$ cat src/rtl/ay_bus_pkg.sv
// Shared types and helpers for the AY-bus front end.
//   state_t     : access-cycle FSM states
//   cmd_t       : decoded AY bus command
//   CTRL_PREFIX : data[7:3] pattern marking a chip-select control write
//   phase_w()   : width of the shared phase down-counter
package ay_bus_pkg;

  typedef enum logic [2:0] {
    ST_IDLE, ST_SETUP, ST_STROBE, ST_HOLD, ST_WAIT_REL
  } state_t;

  typedef enum logic [1:0] {
    CMD_NONE, CMD_WRADDR, CMD_WRDATA, CMD_RDDATA
  } cmd_t;

  localparam logic [4:0] CTRL_PREFIX = 5'b11111;

  function automatic int phase_w(input int s, input int p, input int h);
    int m;
    m = s;
    if (p > m) m = p;
    if (h > m) m = h;
    return $clog2(m + 1);
  endfunction

endpackage

$ cat src/rtl/ay_bus_cycler_filter.sv
// ay_sig_filter: resynchroniser plus hysteresis filter for one async line.
//   clk, rst : clock, async active-high reset
//   din      : asynchronous input
//   q        : filtered output; flips only after FILT_LEN consecutive
//              synced samples that disagree with its current value
module ay_sig_filter #(
  parameter int SYNC_STAGES = 2,
  parameter int FILT_LEN    = 2
) (
  input  logic clk,
  input  logic rst,
  input  logic din,
  output logic q
);

  localparam int CW = $clog2(FILT_LEN + 1);

  logic [SYNC_STAGES-1:0] sync;
  logic [CW-1:0]          cnt;   // consecutive samples disagreeing with q

  always_ff @(posedge clk or posedge rst) begin
    if (rst) begin
      sync <= '0;
      cnt  <= '0;
      q    <= 1'b0;
    end else begin
      sync <= {sync[SYNC_STAGES-2:0], din};
      if (sync[SYNC_STAGES-1] == q) begin
        cnt <= '0;
      end else if (cnt == CW'(FILT_LEN - 1)) begin
        q   <= sync[SYNC_STAGES-1];
        cnt <= '0;
      end else begin
        cnt <= cnt + 1'b1;
      end
    end
  end

endmodule

$ cat src/rtl/ay_bus_cycler.sv
// ay_bus_cycler: AY-bus front end for multi-YM2203 TurboFM boards.
// Filters the async AY controls, decodes WRADDR/WRDATA/RDDATA and runs one
// setup/strobe/hold YM access per accepted command. WRADDR of 0xF8..0xFF is
// a chip-select control write and runs no YM cycle.
//   clk, rst                   : clock, async active-high reset
//   aybc1, aybc2, aybdir       : async AY bus controls
//   aya8, aya9_n               : async chip address (8=1, 9_n=0 selects)
//   zd_in / zd_out / zd_oe     : Z80 data in, read data out, out enable
//   ym_d_out / ym_d_in / ym_d_oe : YM data bus
//   ym_cs_n, ym_wr_n, ym_rd_n, ym_a0 : YM control
//   chip_sel, busy             : selected chip, FSM not idle
module ay_bus_cycler
  import ay_bus_pkg::*;
#(
  parameter int NCHIPS      = 2,
  parameter int SYNC_STAGES = 2,
  parameter int FILT_LEN    = 2,
  parameter int SETUP_CYC   = 1,
  parameter int PULSE_CYC   = 14,
  parameter int HOLD_CYC    = 2,
  localparam int CSW        = (NCHIPS > 1) ? $clog2(NCHIPS) : 1
) (
  input  logic              clk,
  input  logic              rst,
  input  logic              aybc1,
  input  logic              aybc2,
  input  logic              aybdir,
  input  logic              aya8,
  input  logic              aya9_n,
  input  logic [7:0]        zd_in,
  output logic [7:0]        zd_out,
  output logic              zd_oe,
  output logic [7:0]        ym_d_out,
  input  logic [7:0]        ym_d_in,
  output logic              ym_d_oe,
  output logic [NCHIPS-1:0] ym_cs_n,
  output logic              ym_wr_n,
  output logic              ym_rd_n,
  output logic              ym_a0,
  output logic [CSW-1:0]    chip_sel,
  output logic              busy
);

  localparam int PW = phase_w(SETUP_CYC, PULSE_CYC, HOLD_CYC);

  // raw[0]=WRADDR, raw[1]=WRDATA, raw[2]=RDDATA
  logic [2:0] tup, raw, filt, filt_q, rise;
  logic       addr_hit;

  assign tup      = {aybdir, aybc2, aybc1};
  assign addr_hit = aya8 & ~aya9_n;
  assign raw[0]   = addr_hit & (tup == 3'b001 || tup == 3'b100 || tup == 3'b111);
  assign raw[1]   = addr_hit & (tup == 3'b110);
  assign raw[2]   = addr_hit & (tup == 3'b011);

  for (genvar i = 0; i < 3; i++) begin : g_filt
    ay_sig_filter #(.SYNC_STAGES(SYNC_STAGES), .FILT_LEN(FILT_LEN)) u_filt (
      .clk(clk), .rst(rst), .din(raw[i]), .q(filt[i])
    );
  end

  assign rise  = filt & ~filt_q;
  assign zd_oe = filt[2];

  // zd_in gets the same resync depth as the controls, so it is stable by the
  // time the filtered command rises.
  logic [SYNC_STAGES-1:0][7:0] zd_sync;
  logic [7:0]                  zd_s;
  assign zd_s = zd_sync[SYNC_STAGES-1];

  state_t          state, state_n;
  cmd_t            cmd, cmd_n;
  logic [PW-1:0]   phase, phase_n;
  logic [7:0]      data, data_n;
  logic [CSW-1:0]  chip_sel_n;
  logic [2:0]      sel_raw;
  logic [NCHIPS-1:0] cs_n_n;
  logic            wr_n_n, rd_n_n, a0_n, doe_n;

  assign sel_raw  = ~zd_s[2:0];
  assign ym_d_out = data;

  always_comb begin
    state_n    = state;
    cmd_n      = cmd;
    phase_n    = phase;
    data_n     = data;
    chip_sel_n = chip_sel;
    case (state)
      ST_IDLE: if (|rise) begin
        data_n = zd_s;
        cmd_n  = rise[0] ? CMD_WRADDR : (rise[1] ? CMD_WRDATA : CMD_RDDATA);
        if (rise[0] && zd_s[7:3] == CTRL_PREFIX) begin
          if (int'(sel_raw) < NCHIPS) chip_sel_n = CSW'(sel_raw);
          state_n = ST_WAIT_REL;
        end else begin
          state_n = ST_SETUP;
          phase_n = PW'(SETUP_CYC - 1);
        end
      end
      ST_SETUP: if (phase == '0) begin
        state_n = ST_STROBE;
        phase_n = PW'(PULSE_CYC - 1);
      end else phase_n = phase - 1'b1;
      ST_STROBE: if (phase == '0) begin
        state_n = ST_HOLD;
        phase_n = PW'(HOLD_CYC - 1);
      end else phase_n = phase - 1'b1;
      ST_HOLD: if (phase == '0) state_n = ST_WAIT_REL;
               else phase_n = phase - 1'b1;
      ST_WAIT_REL: if (filt == '0) state_n = ST_IDLE;
      default: state_n = ST_IDLE;
    endcase

    // YM outputs are decoded from the next state and registered, so the
    // strobes and selects never glitch.
    cs_n_n = '1;
    wr_n_n = 1'b1;
    rd_n_n = 1'b1;
    a0_n   = 1'b0;
    doe_n  = 1'b0;
    if (state_n == ST_SETUP || state_n == ST_STROBE || state_n == ST_HOLD) begin
      cs_n_n[chip_sel_n] = 1'b0;
      a0_n  = (cmd_n != CMD_WRADDR);
      doe_n = (cmd_n != CMD_RDDATA);
      if (state_n == ST_STROBE) begin
        if (cmd_n == CMD_RDDATA) rd_n_n = 1'b0;
        else                     wr_n_n = 1'b0;
      end
    end
  end

  always_ff @(posedge clk or posedge rst) begin
    if (rst) begin
      state    <= ST_IDLE;
      cmd      <= CMD_NONE;
      phase    <= '0;
      data     <= '0;
      chip_sel <= '0;
      filt_q   <= '0;
      zd_sync  <= '0;
      zd_out   <= '0;
      ym_cs_n  <= '1;
      ym_wr_n  <= 1'b1;
      ym_rd_n  <= 1'b1;
      ym_a0    <= 1'b0;
      ym_d_oe  <= 1'b0;
      busy     <= 1'b0;
    end else begin
      state    <= state_n;
      cmd      <= cmd_n;
      phase    <= phase_n;
      data     <= data_n;
      chip_sel <= chip_sel_n;
      filt_q   <= filt;
      zd_sync  <= {zd_sync[SYNC_STAGES-2:0], zd_in};
      // read data is taken on the edge that ends the strobe
      if (state == ST_STROBE && phase == '0 && cmd == CMD_RDDATA) zd_out <= ym_d_in;
      ym_cs_n  <= cs_n_n;
      ym_wr_n  <= wr_n_n;
      ym_rd_n  <= rd_n_n;
      ym_a0    <= a0_n;
      ym_d_oe  <= doe_n;
      busy     <= (state_n != ST_IDLE);
    end
  end

endmodule

$ cat config.mk
export PLATFORM = sky130hd
export DESIGN_NAME = ay_bus_cycler
export DESIGN_NICKNAME = d
export VERILOG_FILES = /design/src/rtl/ay_bus_pkg.sv /design/src/rtl/ay_bus_cycler_filter.sv /design/src/rtl/ay_bus_cycler.sv
export SDC_FILE = /design/constraint.sdc
export NUM_CORES = 1
export LEC_CHECK = 0
export CORE_MARGIN = 4
export CORE_UTILIZATION = 47
export DETAILED_ROUTE_END_ITERATION = 10
export PLACE_DENSITY = 0.78
export SYNTH_ARGS = -nofsm -noshare
export SYNTH_HDL_FRONTEND = slang
export SYNTH_HIERARCHICAL = 1
export SYNTH_SLANG_ARGS = --single-unit
$ cat constraint.sdc
create_clock -name clk -period 3.95 [get_ports clk]
set_clock_uncertainty 0.05 [all_clocks]
set_input_delay 0.79 -clock clk [delete_from_list [all_inputs] [get_ports clk]]
set_output_delay 0.79 -clock clk [all_outputs]
set_load 0.03 [all_outputs]
* Yosys cells after proc, flatten, opt, wreduce, memory -nomap -nowiden
Index checks and enable logic that the tools add are counted.
W data, S select, Z words.
** Storage, ports and cells
- Input port bits :: 23
- Flip-flop bits (word level) :: 67
- Output and inout bits :: 25
** Operators by class
- $add $sub $neg :: 4
- Magnitude comparators :: 3
- Bitwise logic cells :: 12
- Equal/unequal tests :: 26
- Reduce and logical (&&, ||, !) cells :: 19
- Multiplexer cells :: 38
** Operators by type and width (number)
- $mux W2 :: 10
- $mux W4 :: 5
- $mux W3 :: 6
- $pmux W4 S4 :: 1
- $eq A3 B2 Y1 const B :: 5
- $pmux W3 S5 :: 1
- $mux W1 :: 14
- $eq A3 B3 Y1 const B :: 4
- $eq A3 B1 Y1 const B :: 3
- $ne A2 B2 Y1 const B :: 4
- $reduce_and A2 Y1 :: 4
- $add A2 B1 Y2 const B :: 3
- $eq A2 B1 Y1 const B :: 3
- $logic_not A3 Y1 :: 2
- $not A3 Y3 :: 2
- $eq A5 B5 Y1 const B :: 1
- $and A1 B1 Y1 :: 4
- $eq A2 B2 Y1 const B :: 2
- $logic_and A1 B1 Y1 :: 4
- $logic_not A4 Y1 :: 1
- $logic_or A1 B1 Y1 :: 4
- $not A1 Y1 :: 4
- $reduce_and A4 Y1 :: 1
- $reduce_bool A4 Y1 :: 1
- other kinds (11) :: 13

* Depth between registers and ports, before layout
- Depth in word-level cells :: 12
- Depth in mapped cells :: 8
- Gate-level depth less buffers :: 7

* By module
Netlist, hierarchy kept.
** By module, submodules not included
- ay_bus_cycler :: seq. area each 1306.3 sq um, cells each 156, area each 2021.9 sq um, instances 1
- ay_sig_filter :: seq. area each 125.1 sq um, cells each 11, area each 177.7 sq um, instances 3

* Worst setup path before layout
No wires, ideal clock.
- Kind :: reg2reg
- Start :: reg phase[0]
- End :: reg zd_out[0]
- Stages on the path, launching flop included :: 7
- Clock period less this slack :: 2.134 ns
- Library setup time :: 0.125 ns
- Required time :: 3.775 ns
- Path buffers :: 1
- Slack :: 1.816 ns
- Data arrival time :: 1.960 ns
- Cells stage by stage :: dfrtp_1 -> inv_1 -> ha_1 -> or3b_1 -> buf_6 -> nor4_4 -> mux2_2
** Between the ends
- Longest elaborated chain between the ends :: 3
** RTL lines
- start: declaration :: RTL line ay_bus_cycler.sv:73 : logic [PW-1:0] phase, phase_n;
- start signal: assignment :: RTL line ay_bus_cycler.sv:152 : phase <= phase_n;
- $logic_not A4 Y1 :: RTL line ay_bus_cycler.sv:158 : if (state == ST_STROBE && phase == '0 && cmd == CMD_RDDATA) zd_out <= ym_d_in;
- $logic_and A1 B1 Y1 (2 in series) :: RTL line ay_bus_cycler.sv:158
- end signal: assignment :: RTL line ay_bus_cycler.sv:158
- end: declaration :: RTL line ay_bus_cycler.sv:31 : output logic [7:0] zd_out,
No other way between the ends.
A chain may end at the register's enable or synchronous reset.

* Worst setup path after layout
- Start :: reg ym_cs_n[0]
- End :: out ym_cs_n[0]
** RTL lines
- start: declaration :: RTL line ay_bus_cycler.sv:36 : output logic [NCHIPS-1:0] ym_cs_n,
- start signal: assignment :: RTL line ay_bus_cycler.sv:159 : ym_cs_n <= cs_n_n;
No word-level cell between the ends.

==> key figures <==
Run status
  – Status: finished clean

Logic synthesis
  – Top cell type's share of synthesized area: 61.7%
  – XOR/XNOR Fraction of Synth Area: 1.71%
  – Post-Synth Simple-Gate Area: about an eighth
  – Yosys warning count: 6
  – Seq/Total Area, Yosys: 65.8%
  – Compound-gate portion of the synthesized area: 6.46%
  – Yosys cell types: 41
  – Ranking of synthesized cells by area: dfrtp_1 62%, mux2_2 7.1%, dfstp_2 4.1%
  – Syn nets: about 210
  – Largest family of logic cells by synthesized area: simple AND/OR/NAND/NOR gates
  – Post-synthesis mux area share: a little under a tenth
  – Adder-Cell Fraction of Synth Area: 0.979%
  – Avg Cell Area, Syn: 13.5 µm²
  – Post-synth EDFFs: 0
  – Area leader, netlist: dfrtp_1
  – Register bit count reported by yosys: 67
  – Ys async rst share: between 90% and 100%
  – Mapped Cells: roughly 190
  – Top_reg_cell synth: dfrtp_1
  – Synthesized area: 2550 µm²

Power and ir drop
  – Leak pwr: roughly 1.4 nW
  – Peak VDD IR: 0.396 mV
  – PD cells: 740 nW/µm²

Route
  – Remaining DRCs: 0
  – Met2 wire length: 2.02 mm
  – DRT iter0 DRCs: 96
  – DRT Wirelength: 4.30 mm
  – Final ANT Viol Nets: 0
  – Drt first pass iters: 4
  – WL per Instance: between 10 and 15 µm
  – Routed wl met3: 324 µm
  – Top sig layer: met4
  – Drt via density: about 4.9
  – M1 wire length: 1.86 mm
  – Vias: 1569

Global route
  – Largest net degree at the start of global routing: 53
  – First-pass GRT wire length: 7.17 mm
  – Vias in the first global route: ~1600
  – Total gr overflow: 0
  – Initial antenna violation count: 0
  – Gr usage total: 14.8%

STA
  – Final hold vios: 0
  – Minimum clock period: approximately 2.4 ns
  – Setup TNS: 0 ns
  – Least-Margin Pin Slew: ~1.0 ns
  – Hold WS: 0.299 ns
  – Unrepaired setup endpoints after global routing: no
  – Relative slew slack: 32.3%
  – Achievable frequency: 421 MHz
  – Slew Viols, Final: 0
  – Crit share post-route: between 60% and 70%
  – Setup violators final: 0

Setup path
  – Crit-path max cell delay: 0.67 ns
  – Critical Path Slowest Stage Cell: clkdlybuf4s50_1
  – Worst reg2reg endpoint: zd_out[4]
  – Cells along the critical path: clkdlybuf4s50_1
  – Critical path arrival: 1.53 ns
  – Buffer and inverter count on the worst path: 1
  – Startpoint types: flip-flop
  – CP Max Fanout: 1
  – CP Depth: 1
  – Worst r2r src: phase[0]
  – R2R depth: 5
  – Crit path kind: reg -> out
  – Worst Path Required: 3.11 ns
  – R2R setup slack: 1.59 ns
  – Top Family by Delay on Critical Path: buffers and inverters
  – Worst setup EP type: output port

Cells and area
  – Register area: 1680 µm²
  – Layout area overhead: 27.7%
  – Most common cell after layout, fill and taps aside: dfrtp_1
  – Fin nets: 267
  – Most frequent cells in the layout: 63 x dfrtp_1, 47 x clkdlybuf4s50_1, 16 x mux2_2
  – Share of layout cells above drive strength 1: 19.0%
  – ANT cells: 0
  – Fillers: 404
  – Area occupied by multi-input gates: 800 µm²

Min path
  – Worst hold path cell count: 0
  – Hold path startpoint: g_filt[0].u_filt/sync[0]
  – Hold EP: g_filt[0].u_filt/sync[1]
  – Min-delay worst type: reg -> reg

Floorplan
  – Die width: 81.7 µm
  – Die Y: 81.7 µm
  – Starting Density: 49.4%
  – Die area: 6680 µm²
  – IO Count: 48
  – Core area: 5170 µm²
  – Rows: 26

CTS
  – Worst-skew pair later-pin latency: around 0.34 ns
  – Longest Clk Path Bufs: 2
  – CTS root buffer: clkbuf_8
  – Num CTS Buffers: 9
  – CTS Hold Buffers Added: 0
  – H-tree lvl count: 3
  – Clock-pin slew on the worst setup and hold paths: around 0.07 ns
  – Resize count post-CTS: 0
  – Clk sinks: 67
  – CTS tree: built
  – Post-CTS Setup Inserts: 0

Flow run
  – Max Cap Viol: 0

Placed design
  – HPWL Detailed: 3.06 mm
  – Routability-driven placement congestion ratio: around 0.80
  – IO buf count: 47
-- sequential cells by signal, indices dropped and copies added (netlist names), 4 cells and up --
signal,count
ym_d_out,8
zd_out,8
zd_s,8
zd_sync,8
g_filt.u_filt/cnt,6
g_filt.u_filt/sync,6
phase,4
-- synthesized netlist by cell type (all sizes together), types with 4 or more instances --
cell and n:
dfrtp 63, mux2 19, inv 12, nand2 9
nor2 9, o21ai 8, a21oi 7, nand2b 6
nor3b 6, dfstp 4, nor2b 4, xnor2 4
-- per-layer routing --
layer | track usage, % | vias to the layer above
met1 | 19.4 | 749
li1 | - | 750
met3 | 5.59 | 13
met2 | 21.1 | 57
met5 | 0 | -
met4 | 8.47 | 0
-- worst max path at each step --
| stage | end | from |
|---|---|---|
| after floorplan | zd_out[0] | phase[0] |
| after CTS | ym_cs_n[0] | ym_cs_n[0] |
| final | ym_cs_n[0] | ym_cs_n[0] |
| after global placement | zd_out[2] | phase[0] |
| after detailed placement | zd_out[4] | phase[0] |
| after global routing | zd_out[7] | phase[0] |
-- where the power goes --
group / switching, mW / leakage (nW) / internal (mW) / total (mW)
Combinational: 0.506 / 0.516 / 0.418 / 0.924
Clock: 0.256 / 0.0924 / 0.244 / 0.500
Sequential: 0.126 / 0.841 / 0.865 / 0.991
Total: 0.888 / 1.45 / 1.53 / 2.41
-- cell families (layout without fill, tap and decap cells) --
group,count (synthesis),count (layout)
multiplexers,20,20
AND/OR/NAND/NOR,52,52
AO/OA/AOI/OAI,26,26
flip-flops,67,67
buffers and inverters,17,75
adder cells (fa/ha/maj),2,2
XOR/XNOR,5,5
-- cell type report --
class,instances,share of cell area (%)
multi-input combinational,105,24.5
clock inverter,6,1.23
sequential,67,51.6
timing repair buffer,47,14.4
inverter,12,1.38
tap,70,2.69
clock buffer,10,4.22
-- stage by stage --
step | total power [mW] | setup slack (ns) | cells | cell area, µm² | utilization (%)
after floorplan | 1.62 | 1.82 | 189 | 2550 | -
after global placement | 1.90 | 1.68 | 301 | 3080 | 59.6
after detailed placement | 1.93 | 1.60 | 301 | 3080 | 59.6
after CTS | 2.44 | 1.56 | 317 | 3260 | 63.1
after global routing | 2.57 | 1.43 | 317 | 3260 | 63.1
final | 2.41 | 1.58 | 317 | 3260 | 63.1
No activity file was read; power rests on OpenSTA's default activity.
